$ cat src/rtl/disp_pkg.sv
// Shared types and constants for the display scheduler: FSM states and the
// active-low seven-segment lookup for hex digits.
package disp_pkg;

   typedef enum logic [1:0] {
      IDLE,
      LOAD,
      HOLD,
      SHOW
   } state_e;

   localparam logic [7:0] SSEG_BLANK = 8'hFF;

   // Bit order {dp,g,f,e,d,c,b,a}, active-low, decimal point off.
   localparam logic [7:0] SSEG_TABLE [16] = '{
      8'hC0, 8'hF9, 8'hA4, 8'hB0, 8'h99, 8'h92, 8'h82, 8'hF8,
      8'h80, 8'h90, 8'h88, 8'h83, 8'hC6, 8'hA1, 8'h86, 8'h8E
   };

endpackage

$ cat src/rtl/disp_sched_if.sv
// Requester-side bundle of the display scheduler: level requests with their
// payloads, one-hot grants, and the four digit patterns for the display mux.
interface disp_sched_if #(
   parameter int NREQ = 4
);

   logic [NREQ-1:0]         req;
   logic [16*NREQ-1:0]      data;
   logic [4*NREQ-1:0]       dp;
   logic [NREQ-1:0]         ack;
   logic [7:0]              in0;
   logic [7:0]              in1;
   logic [7:0]              in2;
   logic [7:0]              in3;
   logic [$clog2(NREQ)-1:0] owner;
   logic                    busy;

   modport master (
      output req, data, dp,
      input  ack, in0, in1, in2, in3, owner, busy
   );

   modport slave (
      input  req, data, dp,
      output ack, in0, in1, in2, in3, owner, busy
   );

endinterface

$ cat src/rtl/hex_to_sseg.sv
// One hex nibble plus decimal point to an active-low {dp,g,f,e,d,c,b,a} pattern.
module hex_to_sseg
   import disp_pkg::*;
(
   input  logic [3:0] hex,
   input  logic       dp,
   output logic [7:0] seg
);

   assign seg = {SSEG_TABLE[hex][7] & ~dp, SSEG_TABLE[hex][6:0]};

endmodule

$ cat src/rtl/disp_sched.sv
// Round-robin display scheduler: grants one requester at a time, latches its
// hex value and decimal points, and holds it on screen for a minimum time.
module disp_sched
   import disp_pkg::*;
#(
   parameter int NREQ       = 4,
   parameter int TICK_DIV   = 100000,
   parameter int HOLD_TICKS = 250
) (
   input logic         clk,
   input logic         reset_n,
   disp_sched_if.slave bus
);

   localparam int OW = $clog2(NREQ);
   localparam int PW = $clog2(TICK_DIV + 1);
   localparam int TW = $clog2(HOLD_TICKS + 1);

   localparam logic [OW-1:0] LAST_IDX  = OW'(NREQ - 1);
   localparam logic [PW-1:0] PRE_MAX   = PW'(TICK_DIV - 1);
   localparam logic [TW-1:0] TICK_LAST = TW'(HOLD_TICKS - 1);

   state_e        state_q, state_d;
   logic [OW-1:0] rr_q, rr_d;
   logic [OW-1:0] owner_q, owner_d;
   logic [PW-1:0] pre_q, pre_d;
   logic [TW-1:0] tcnt_q, tcnt_d;
   logic [15:0]   data_q, data_d;
   logic [3:0]    dp_q, dp_d;
   logic          valid_q, valid_d;

   logic            any_req;
   logic            found;
   logic [OW-1:0]   win;
   logic [OW-1:0]   cand;
   logic            tick;
   logic            hold_done;
   logic            granting;
   logic [NREQ-1:0] ack_w;
   logic [7:0]      seg_w [4];

   assign any_req   = |bus.req;
   assign tick      = (pre_q == PRE_MAX);
   assign hold_done = tick && (tcnt_q == TICK_LAST);
   assign granting  = (state_q == LOAD) && found;

   // Round-robin search: first set request at or above rr_q, wrapping at NREQ.
   always_comb begin
      found = 1'b0;
      win   = rr_q;
      cand  = rr_q;
      for (int k = 0; k < NREQ; k++) begin
         cand = OW'((int'(rr_q) + k) % NREQ);
         if (!found && bus.req[cand]) begin
            found = 1'b1;
            win   = cand;
         end
      end
   end

   // NOTE: every signal gets its hold value before the case so no path infers a latch.
   always_comb begin
      state_d = state_q;
      rr_d    = rr_q;
      owner_d = owner_q;
      pre_d   = pre_q;
      tcnt_d  = tcnt_q;
      data_d  = data_q;
      dp_d    = dp_q;
      valid_d = valid_q;

      unique case (state_q)
         IDLE, SHOW: begin
            if (any_req) state_d = LOAD;
         end

         LOAD: begin
            if (found) begin
               owner_d = win;
               rr_d    = (win == LAST_IDX) ? '0 : win + 1'b1;
               for (int k = 0; k < NREQ; k++) begin
                  if (win == OW'(k)) begin
                     data_d = bus.data[16*k +: 16];
                     dp_d   = bus.dp[4*k +: 4];
                  end
               end
               valid_d = 1'b1;
               pre_d   = '0;
               tcnt_d  = '0;
               state_d = HOLD;
            end else begin
               // Request withdrawn before the grant: fall back without acking.
               state_d = valid_q ? SHOW : IDLE;
            end
         end

         HOLD: begin
            pre_d = tick ? '0 : pre_q + 1'b1;
            if (tick) tcnt_d = tcnt_q + 1'b1;
            if (hold_done) state_d = any_req ? LOAD : SHOW;
         end

         default: state_d = IDLE;
      endcase
   end

   // NOTE: state is updated with non-blocking assignments so every flop samples pre-edge values.
   // NOTE: the latched payload is cleared on reset as well; valid_q alone gates blanking.
   always_ff @(posedge clk or negedge reset_n) begin
      if (!reset_n) begin
         state_q <= IDLE;
         rr_q    <= '0;
         owner_q <= '0;
         pre_q   <= '0;
         tcnt_q  <= '0;
         data_q  <= '0;
         dp_q    <= '0;
         valid_q <= 1'b0;
      end else begin
         state_q <= state_d;
         rr_q    <= rr_d;
         owner_q <= owner_d;
         pre_q   <= pre_d;
         tcnt_q  <= tcnt_d;
         data_q  <= data_d;
         dp_q    <= dp_d;
         valid_q <= valid_d;
      end
   end

   always_comb begin
      ack_w = '0;
      if (granting) ack_w[win] = 1'b1;
   end

   for (genvar j = 0; j < 4; j++) begin : g_digit
      hex_to_sseg u_hex (
         .hex (data_q[4*j +: 4]),
         .dp  (dp_q[j]),
         .seg (seg_w[j])
      );
   end

   assign bus.ack   = ack_w;
   assign bus.owner = granting ? win : owner_q;
   assign bus.busy  = (state_q == LOAD) || (state_q == HOLD);
   assign bus.in0   = valid_q ? seg_w[0] : SSEG_BLANK;
   assign bus.in1   = valid_q ? seg_w[1] : SSEG_BLANK;
   assign bus.in2   = valid_q ? seg_w[2] : SSEG_BLANK;
   assign bus.in3   = valid_q ? seg_w[3] : SSEG_BLANK;

endmodule

$ cat src/flat_wrapper.sv
// flat-port wrapper written by rule: the top's interface ports become plain ports
module disp_sched_flat import disp_pkg::*;
#(
   parameter int NREQ       = 4,
   parameter int TICK_DIV   = 100000,
   parameter int HOLD_TICKS = 250
)
  (clk, reset_n, bus_req, bus_data, bus_dp, bus_ack, bus_in0, bus_in1, bus_in2, bus_in3, bus_owner, bus_busy);
  disp_sched_if #(.NREQ(NREQ)) bus_i ();
  input logic clk;
  input logic reset_n;
  input wire logic [$bits(bus_i.req)-1:0] bus_req;
  input wire logic [$bits(bus_i.data)-1:0] bus_data;
  input wire logic [$bits(bus_i.dp)-1:0] bus_dp;
  output wire logic [$bits(bus_i.ack)-1:0] bus_ack;
  output wire logic [$bits(bus_i.in0)-1:0] bus_in0;
  output wire logic [$bits(bus_i.in1)-1:0] bus_in1;
  output wire logic [$bits(bus_i.in2)-1:0] bus_in2;
  output wire logic [$bits(bus_i.in3)-1:0] bus_in3;
  output wire logic [$bits(bus_i.owner)-1:0] bus_owner;
  output wire logic [$bits(bus_i.busy)-1:0] bus_busy;
  assign bus_i.req = bus_req;
  assign bus_i.data = bus_data;
  assign bus_i.dp = bus_dp;
  assign bus_ack = bus_i.ack;
  assign bus_in0 = bus_i.in0;
  assign bus_in1 = bus_i.in1;
  assign bus_in2 = bus_i.in2;
  assign bus_in3 = bus_i.in3;
  assign bus_owner = bus_i.owner;
  assign bus_busy = bus_i.busy;
  disp_sched #(.NREQ(NREQ), .TICK_DIV(TICK_DIV), .HOLD_TICKS(HOLD_TICKS)) u_core (.clk(clk), .reset_n(reset_n), .bus(bus_i));
endmodule
$ cat config.mk
export PLATFORM = sky130hd
export DESIGN_NAME = disp_sched_flat
export DESIGN_NICKNAME = d
export VERILOG_FILES = /design/src/rtl/disp_pkg.sv /design/src/rtl/disp_sched_if.sv /design/src/rtl/hex_to_sseg.sv /design/src/rtl/disp_sched.sv /design/src/flat_wrapper.sv
export SDC_FILE = /design/constraint.sdc
export NUM_CORES = 1
export LEC_CHECK = 0
export ABC_AREA = 1
export CORE_ASPECT_RATIO = 1.2
export CORE_MARGIN = 8
export CORE_UTILIZATION = 28
export CTS_BUF_LIST = sky130_fd_sc_hd__clkbuf_4
export DETAILED_ROUTE_END_ITERATION = 7
export HOLD_SLACK_MARGIN = 0.05
export PLACE_DENSITY = 0.62
export SYNTH_ARGS = -nofsm -noshare
export SYNTH_HDL_FRONTEND = slang
export SYNTH_SLANG_ARGS = --single-unit
$ cat constraint.sdc
create_clock -name clk -period 2.3 [get_ports clk]
set_input_delay 0.23 -clock clk [delete_from_list [all_inputs] [get_ports clk]]
set_output_delay 0.23 -clock clk [all_outputs]
set_load 0.05 [all_outputs]
==> metrics.md, run 1 <==
| Metric | Value |
|---|---|
| Cells along the critical path | buf_6, nand2_2, nand2_2, nand2_2, nand2_4, a21oi_4, nand3_4, inv_4, nand2_4, nand2_8, ha_4, inv_4, buf_12, nor2_4, buf_8 |
| Post-synthesis register bit count | 52 |
| Post-synth EDFFs | 0 |
| Per-cell routed wire length | roughly 15 µm |
| Worst-path maximum fanout | 6 |
| Final-layout fill cell count | 1622 |
| Routed WL | 14.64 mm |
| Max_cap viols | 0 |
| Worst-case reg-to-reg path depth | 19 |
| Peak Freq | 374.2 MHz |
| Reg area | between 0.001 and 0.0015 mm² |
| Via Count | around 4700 |
| Critical path type | reg2out |
| Nets | 914 |
| Violated checks | negative setup slack |
| Vias in the first global route | about 4700 |
| Synth Area in Compound Gates | 0.1882 |
| Worst Path Required | 2.07 ns |
| Post-route setup TNS | -6.387 ns |
| Area grow syn2layout | 49.96% |
| Clk sinks | 52 |
| HP Class | in2reg |
| DRC viols | 0 |
| Relative slew slack | 0.4082 |
| Simple-Gate Fraction of Synth Area | 0.2833 |
| CP max stage cell | dfrtp_2 |
| Top-count cell post-synth | nand2_1 |
| Post-Syn Instances | 643 |
| Layout cells sized above 1 | 0.2239 |
| Antenna violations before repair | 1 |
| Die width | ~130 µm |
| CTS tree | yes |
| Tmin final | 2.673 ns |
| Largest cells by area after synthesis | dfrtp_1 (29%), nand2_1 (14%), ha_1 (9.4%) |
| HP Start | bus_dp[15] |
| Root Driver | clkbuf_4 |
| Mean Syn Cell Area | about 7.0 µm² |
| Worst Hold Depth | 3 |
| Clock buffer depth | 2 |
| Clock latency on the worst-skew pair | about 0.40 ns |
| Status | finished with violations |
| Mux contribution to synthesized area | 0.04436 |
| CP endpoint kind | output pin |
| Hold EP | u_core.dp_q[3] |
| Most common cell on crit path | nand2_2 |
| Dominant cell type by area after synthesis | dfrtp_1 |
| Tcrit/Tclk final | 1.162 |
| Synth Cell Area | 0.004513 mm² |
| Type of origin of the critical path | flip-flop |
| Largest net degree at the start of global routing | 41 |
| Chip Height | 155.1 µm |
| Final setup vio count | 26 |
| Flop2flop setup slack | -0.28 ns |
| Async SR Flop Fraction | 1.000 |
| Mapped Nets | about 760 |
| Ports | between 100 and 150 |
| CP peak stage delay | 0.51 ns |
| Hold Fails Final Rpt | 0 |
| First-pass DRT Iterations | 6 |
| RSZ-0062 raised after global routing | yes |
| Grt ovf | 0 |
| Num CTS Buffers | 5 |
| Post-synth top cells | nand2_1 (166), inv_1 (63), o21ai_0 (61) |
| Row Count | 51 |
| Die ar. | 0.02045 mm² |
| Starting density of the core | 0.2818 |
| Slew @ Worst Pin | ~0.89 ns |
| 1st-iter DRT viols | ~240 |
| Fraction of the mapped netlist area in adder cells | 0.09426 |
| DP HPWL | 10.62 mm |
| Reg2reg end | u_core.data_q[5] |
| Warnings from Yosys | 0 |
| First-pass GRT wire length | roughly 24 mm |
| Avg Vias per Cell | 4.694 |
| ANT nets after route | 0 |
| Multi-input logic area | 0.003065 mm² |
| Register area share after synthesis | 0.2883 |
| Unique masters post-synth | 43 |
| Worst r2r src | u_core.rr_q[0] |
| Main combinational cell family by area after synthesis | simple AND/OR/NAND/NOR gates |
| Yosys top cell area share | 0.2883 |
| Core area | 0.01602 mm² |
| Placer Congestion | ~0.85 |
| H-tree Lvls | 2 |
| XOR/XNOR Fraction of Synth Area | 0.01358 |
| Worst Skew | 0.02340 ns |
| Clock transition at path regs | 0.18 ns |
| Buffers added on ports | roughly 120 |
| Total track usage | 0.1394 |
| Worst EP arrival | 2.44 ns |
| Fin worst setup slack | -0.3726 ns |
| Ys flop type | dfrtp_1 |
| Slew Viols, Final | 0 |
-- area by class of cell --
| type | instances | share of cell area |
|---|---|---|
| tap | 212 | 0.03919 |
| multi-input combinational | 493 | 0.4529 |
| inverter | 70 | 0.04215 |
| clock buffer | 5 | 0.005546 |
| antenna | 1 | 0.0003698 |
| sequential | 52 | 0.1932 |
| clock inverter | 3 | 0.006840 |
| timing repair buffer | 172 | 0.2598 |
-- cell usage in the layout, fill, tap and decap left out, types with 4 or more instances in the layout --
cell type        instances
nand3_1                 27
inv_4                    6
buf_12                  11
nor3_1                   5
o21ai_2                 10
a31oi_1                 23
clkbuf_4                 5
dfrtp_1                 47
clkdlybuf4s50_1         88
o21ai_1                 20
xor2_1                   6
nor2_4                   8
nand2_2                 14
buf_4                   57
nand4_1                  7
ha_1                    30
o31ai_1                  5
nor2_1                  42
buf_6                    9
mux2i_1                 20
nand3_2                  6
inv_1                   55
o211ai_1                 8
o21ai_0                 39
nand2_1                151
nand2_4                 11
a21oi_1                 28
ha_4                     4
nor2_2                   4
inv_2                    5
dfrtp_2                  5
-- worst max-delay path: cells and delay by family, from the launching register on --
family,cells,cell delay (ns)
AND/OR/NAND/NOR,8,0.65
flip-flops,1,0.51
adder cells (fa/ha/maj),1,0.15
AO/OA/AOI/OAI,1,0.16
buffers and inverters,5,0.57
-- kinds of logic (layout without fill, tap and decap cells) --
family | Yosys count | count (layout)
xor gates and xnor gates | 7 | 7
other | 0 | 1
AOI/OAI and AO/OA | 144 | 144
DFF | 52 | 52
and+or+nand+nor | 288 | 288
buffers and inverters | 98 | 250
muxes | 20 | 20
adders and majority gates | 34 | 34
-- sequential cells by signal, indices dropped and copies added (netlist names) --
name	cells
u_core.state_q	2
u_core.owner_q	2
u_core.pre_q	17
u_core.data_q	16
u_core.dp_q	4
u_core.tcnt_q	8
u_core.valid_q	1
u_core.rr_q	2
-- what timing repair did --
item / 4_1_cts / 5_1_grt
pin swaps: 15 / 20
hold endpoints to repair: 37 / 0
setup endpoints to repair: 26 / 38
cloned: 4 / 0
setup buffers: 8 / 8
hold buffers: 1 / 0
gates resized for setup: 75 / 43
-- stage by stage --
stage	instance area (µm²)	worst slack (ns)	std cells	hold WS [ns]	utilization
after global placement	6158	-0.3245	980	0.4078	0.3845
after global routing	6768	-0.5099	1008	0.4600	0.4225
after floorplan	4538	-0.05173	643	-0.06559	-
after CTS	6584	-0.3503	1001	0.4227	0.4111
final	6768	-0.3726	1008	0.4422	0.4225
after detailed placement	6158	-0.3722	980	0.4174	0.3845
-- layer usage --
layer	wire length [µm]	GRT usage	part of all wire	vias up
met5	0	0	0	-
met4	120	0.03123	0.0082	0
met3	763	0.02355	0.052	5
met2	7371	0.2407	0.50	123
met1	6388	0.1775	0.44	2165
li1	-	-	-	2439
-- how the worst max path moves through the flow --
stage                   endpoint           start  cells after the start
5_1_grt               bus_ack[2]  u_core.rr_q[0]                     15
6_report              bus_ack[2]  u_core.rr_q[0]                     15
3_5_place_dp    u_core.data_q[3]      bus_req[3]                     17
2_1_floorplan   u_core.data_q[0]  u_core.rr_q[0]                     16
3_3_place_gp   u_core.data_q[10]      bus_req[3]                     17
4_1_cts               bus_ack[0]  u_core.rr_q[0]                     15
Power of run 1 is not shown: default switching activity piles up to over one toggle a cycle in this logic, so the estimate is an artifact.
==> inputs of run 2 (changes only) <==
--- a/config.mk
+++ b/config.mk
@@ -13,6 +13,7 @@
 export DETAILED_ROUTE_END_ITERATION = 7
 export HOLD_SLACK_MARGIN = 0.05
 export PLACE_DENSITY = 0.62
+export SKIP_LAST_GASP = 1
 export SYNTH_ARGS = -nofsm -noshare
 export SYNTH_HDL_FRONTEND = slang
 export SYNTH_SLANG_ARGS = --single-unit
==> run 2 against run 1 <==
Net effect:
- the run still ends with negative setup slack left
- sequential cell count did not move
- first-iteration DRC count rose by 22%
- sequential share of layout area barely moved
- clock-buffer cell count did not move
- critical path depth did not move
- worst setup slack got worse by 0.0018 ns
- non-clock buffer count did not move
- clock skew rose by 0.00097 ns
- critical path type unchanged
- worst hold slack got worse by 0.0054 ns
==> metrics.md, run 2 (synthesis gave the netlist of run 1 again) <==
| Metric | Value |
|---|---|
| Status | finished with violations |
| Violated checks | negative setup slack |
| Clk sinks | 52 |
| Grt ovf | 0 |
| Placed cell area | 0.006158 mm² |
| Ports | 125 |
| Total track usage | 0.1394 |
| First-pass DRT Iterations | 5 |
| RSZ-0062 raised after global routing | yes |
| Worst-path maximum fanout | 6 |
| Row Count | 51 |
| Max_cap viols | 0 |
| Worst EP arrival | 2.44 ns |
| ANT nets after route | 0 |
| Filler-free cell count of the finished design | 1008 |
| Root Driver | clkbuf_4 |
| Clock buffer depth | 2 |
| Tcrit/Tclk final | 1.163 |
| Core area | 0.01602 mm² |
| Relative slew slack | 0.4048 |
| Clock latency on the worst-skew pair | 0.40 ns |
| Most frequent cells in the layout | nand2_1 (151), clkdlybuf4s50_1 (88), buf_4 (57) |
| Starting density of the core | 0.2818 |
| HP Class | in2reg |
| Die width | 131.9 µm |
| Hold Fails Final Rpt | 0 |
| CP endpoint kind | output pin |
| Clock transition at path regs | 0.18 ns |
| Final-layout fill cell count | approximately 1600 |
| Vias in the first global route | 4655 |
| Layout Utilization | 0.4222 |
| Type of origin of the critical path | flip-flop |
| Worst Skew | 0.02437 ns |
| Placer Congestion | 0.8525 |
| Via Count | 4772 |
| 1st-iter DRT viols | 295 |
| Critical path type | reg2out |
| Layout cells sized above 1 | 0.2239 |
| Routed WL | 14.69 mm |
| Avg Vias per Cell | 4.734 |
| Buffers added on ports | 124 |
| Post-route cell area | approximately 0.0068 mm² |
| DP HPWL | 10.62 mm |
| Largest net degree at the start of global routing | 41 |
| Tmin final | 2.674 ns |
| Per-cell routed wire length | 14.57 µm |
| Num CTS Buffers | 5 |
| Final setup vio count | 26 |
| Area grow syn2layout | 49.85% |
| Register with the most flip-flops | u_core.pre_q |
| DRC viols | 0 |
| Largest register FFs | 17 |
| Die ar. | 0.02045 mm² |
| Slew Viols, Final | 0 |
| First-pass GRT wire length | around 24 mm |
| Leading cell type in the layout, fill and taps excluded | nand2_1 |
| Worst Path Required | 2.07 ns |
| Placed Cells | 980 |
| Peak Freq | between 300 and 400 MHz |
| H-tree Lvls | 2 |
| CTS tree | yes |
| Slew @ Worst Pin | 0.8928 ns |
| Regs by FF count | u_core.pre_q (17), u_core.data_q (16), u_core.tcnt_q (8) |
| Chip Height | 155.1 µm |
| Antenna violations before repair | 1 |
| Fin worst setup slack | -0.3744 ns |
| Nets | a little over 900 |
| Post-route setup TNS | -6.325 ns |
-- run 2: what timing repair did --
item | in CTS | in global routing
hold endpoints to repair | 37 | 0
gates cloned | 4 | 0
buffers inserted | 8 | 8
hold buffers | 1 | 0
pin swaps | 15 | 20
gates resized for setup | 74 | 43
setup endpoints to repair | 26 | 38
-- run 2: worst paths after layout --
| kind | slack (ns) | from | cells past startpoint | endpoint |
|---|---|---|---|---|
| max | -0.37 | u_core.rr_q[0] | 15 | bus_ack[0] |
| min | 0.44 | bus_dp[13] | 3 | u_core.dp_q[1] |
| max reg2reg | -0.28 | u_core.rr_q[0] | 19 | u_core.data_q[5] |
| min reg2reg | 0.51 | u_core.tcnt_q[7] | 2 | u_core.tcnt_q[7] |
| max in group asynchronous | 1.12 | reset_n | 3 | u_core.valid_q |
| min in group asynchronous | 0.47 | reset_n | 2 | u_core.pre_q[9] |
-- run 2: worst max-delay path: stages, from the launching register on --
cell	delay [ns]
dfrtp_2	0.51
buf_6	0.15
nand2_2	0.06
nand2_2	0.05
nand2_2	0.07
nand2_4	0.07
a21oi_4	0.16
nand3_4	0.14
inv_4	0.11
nand2_4	0.06
nand2_4	0.10
buf_6	0.11
ha_4	0.12
inv_2	0.03
nor2_2	0.15
buf_12	0.15
-- run 2: per-stage QoR --
stage / hold slack (ns) / worst slack [ns]
2_1_floorplan: -0.06559 / -0.05173
3_3_place_gp: 0.4078 / -0.3245
3_5_place_dp: 0.4174 / -0.3722
4_1_cts: 0.4227 / -0.3503
5_1_grt: 0.4600 / -0.5099
6_report: 0.4368 / -0.3744
-- run 2: layout make-up --
class / count / area, µm² / area share
multi-input cells: 493 / 3060 / 0.4525
repair buffers: 172 / 1758 / 0.2599
flip-flops and latches: 52 / 1308 / 0.1933
inverters: 70 / 285.3 / 0.04218
well taps: 212 / 265.3 / 0.03922
clock inverters: 3 / 46.29 / 0.006846
clock buffers: 5 / 37.54 / 0.005550
diodes: 1 / 2.502 / 0.0003700
-- run 2: per-layer routing --
| metal | global-route usage | vias up | part of all wire |
|---|---|---|---|
| met5 | 0 | - | 0 |
| met4 | 0.03123 | 0 | 0.0082 |
| met3 | 0.02355 | 5 | 0.047 |
| met2 | 0.2407 | 137 | 0.50 |
| met1 | 0.1775 | 2194 | 0.44 |
| li1 | - | 2436 | - |
Power of run 2 is left out for the same reason.
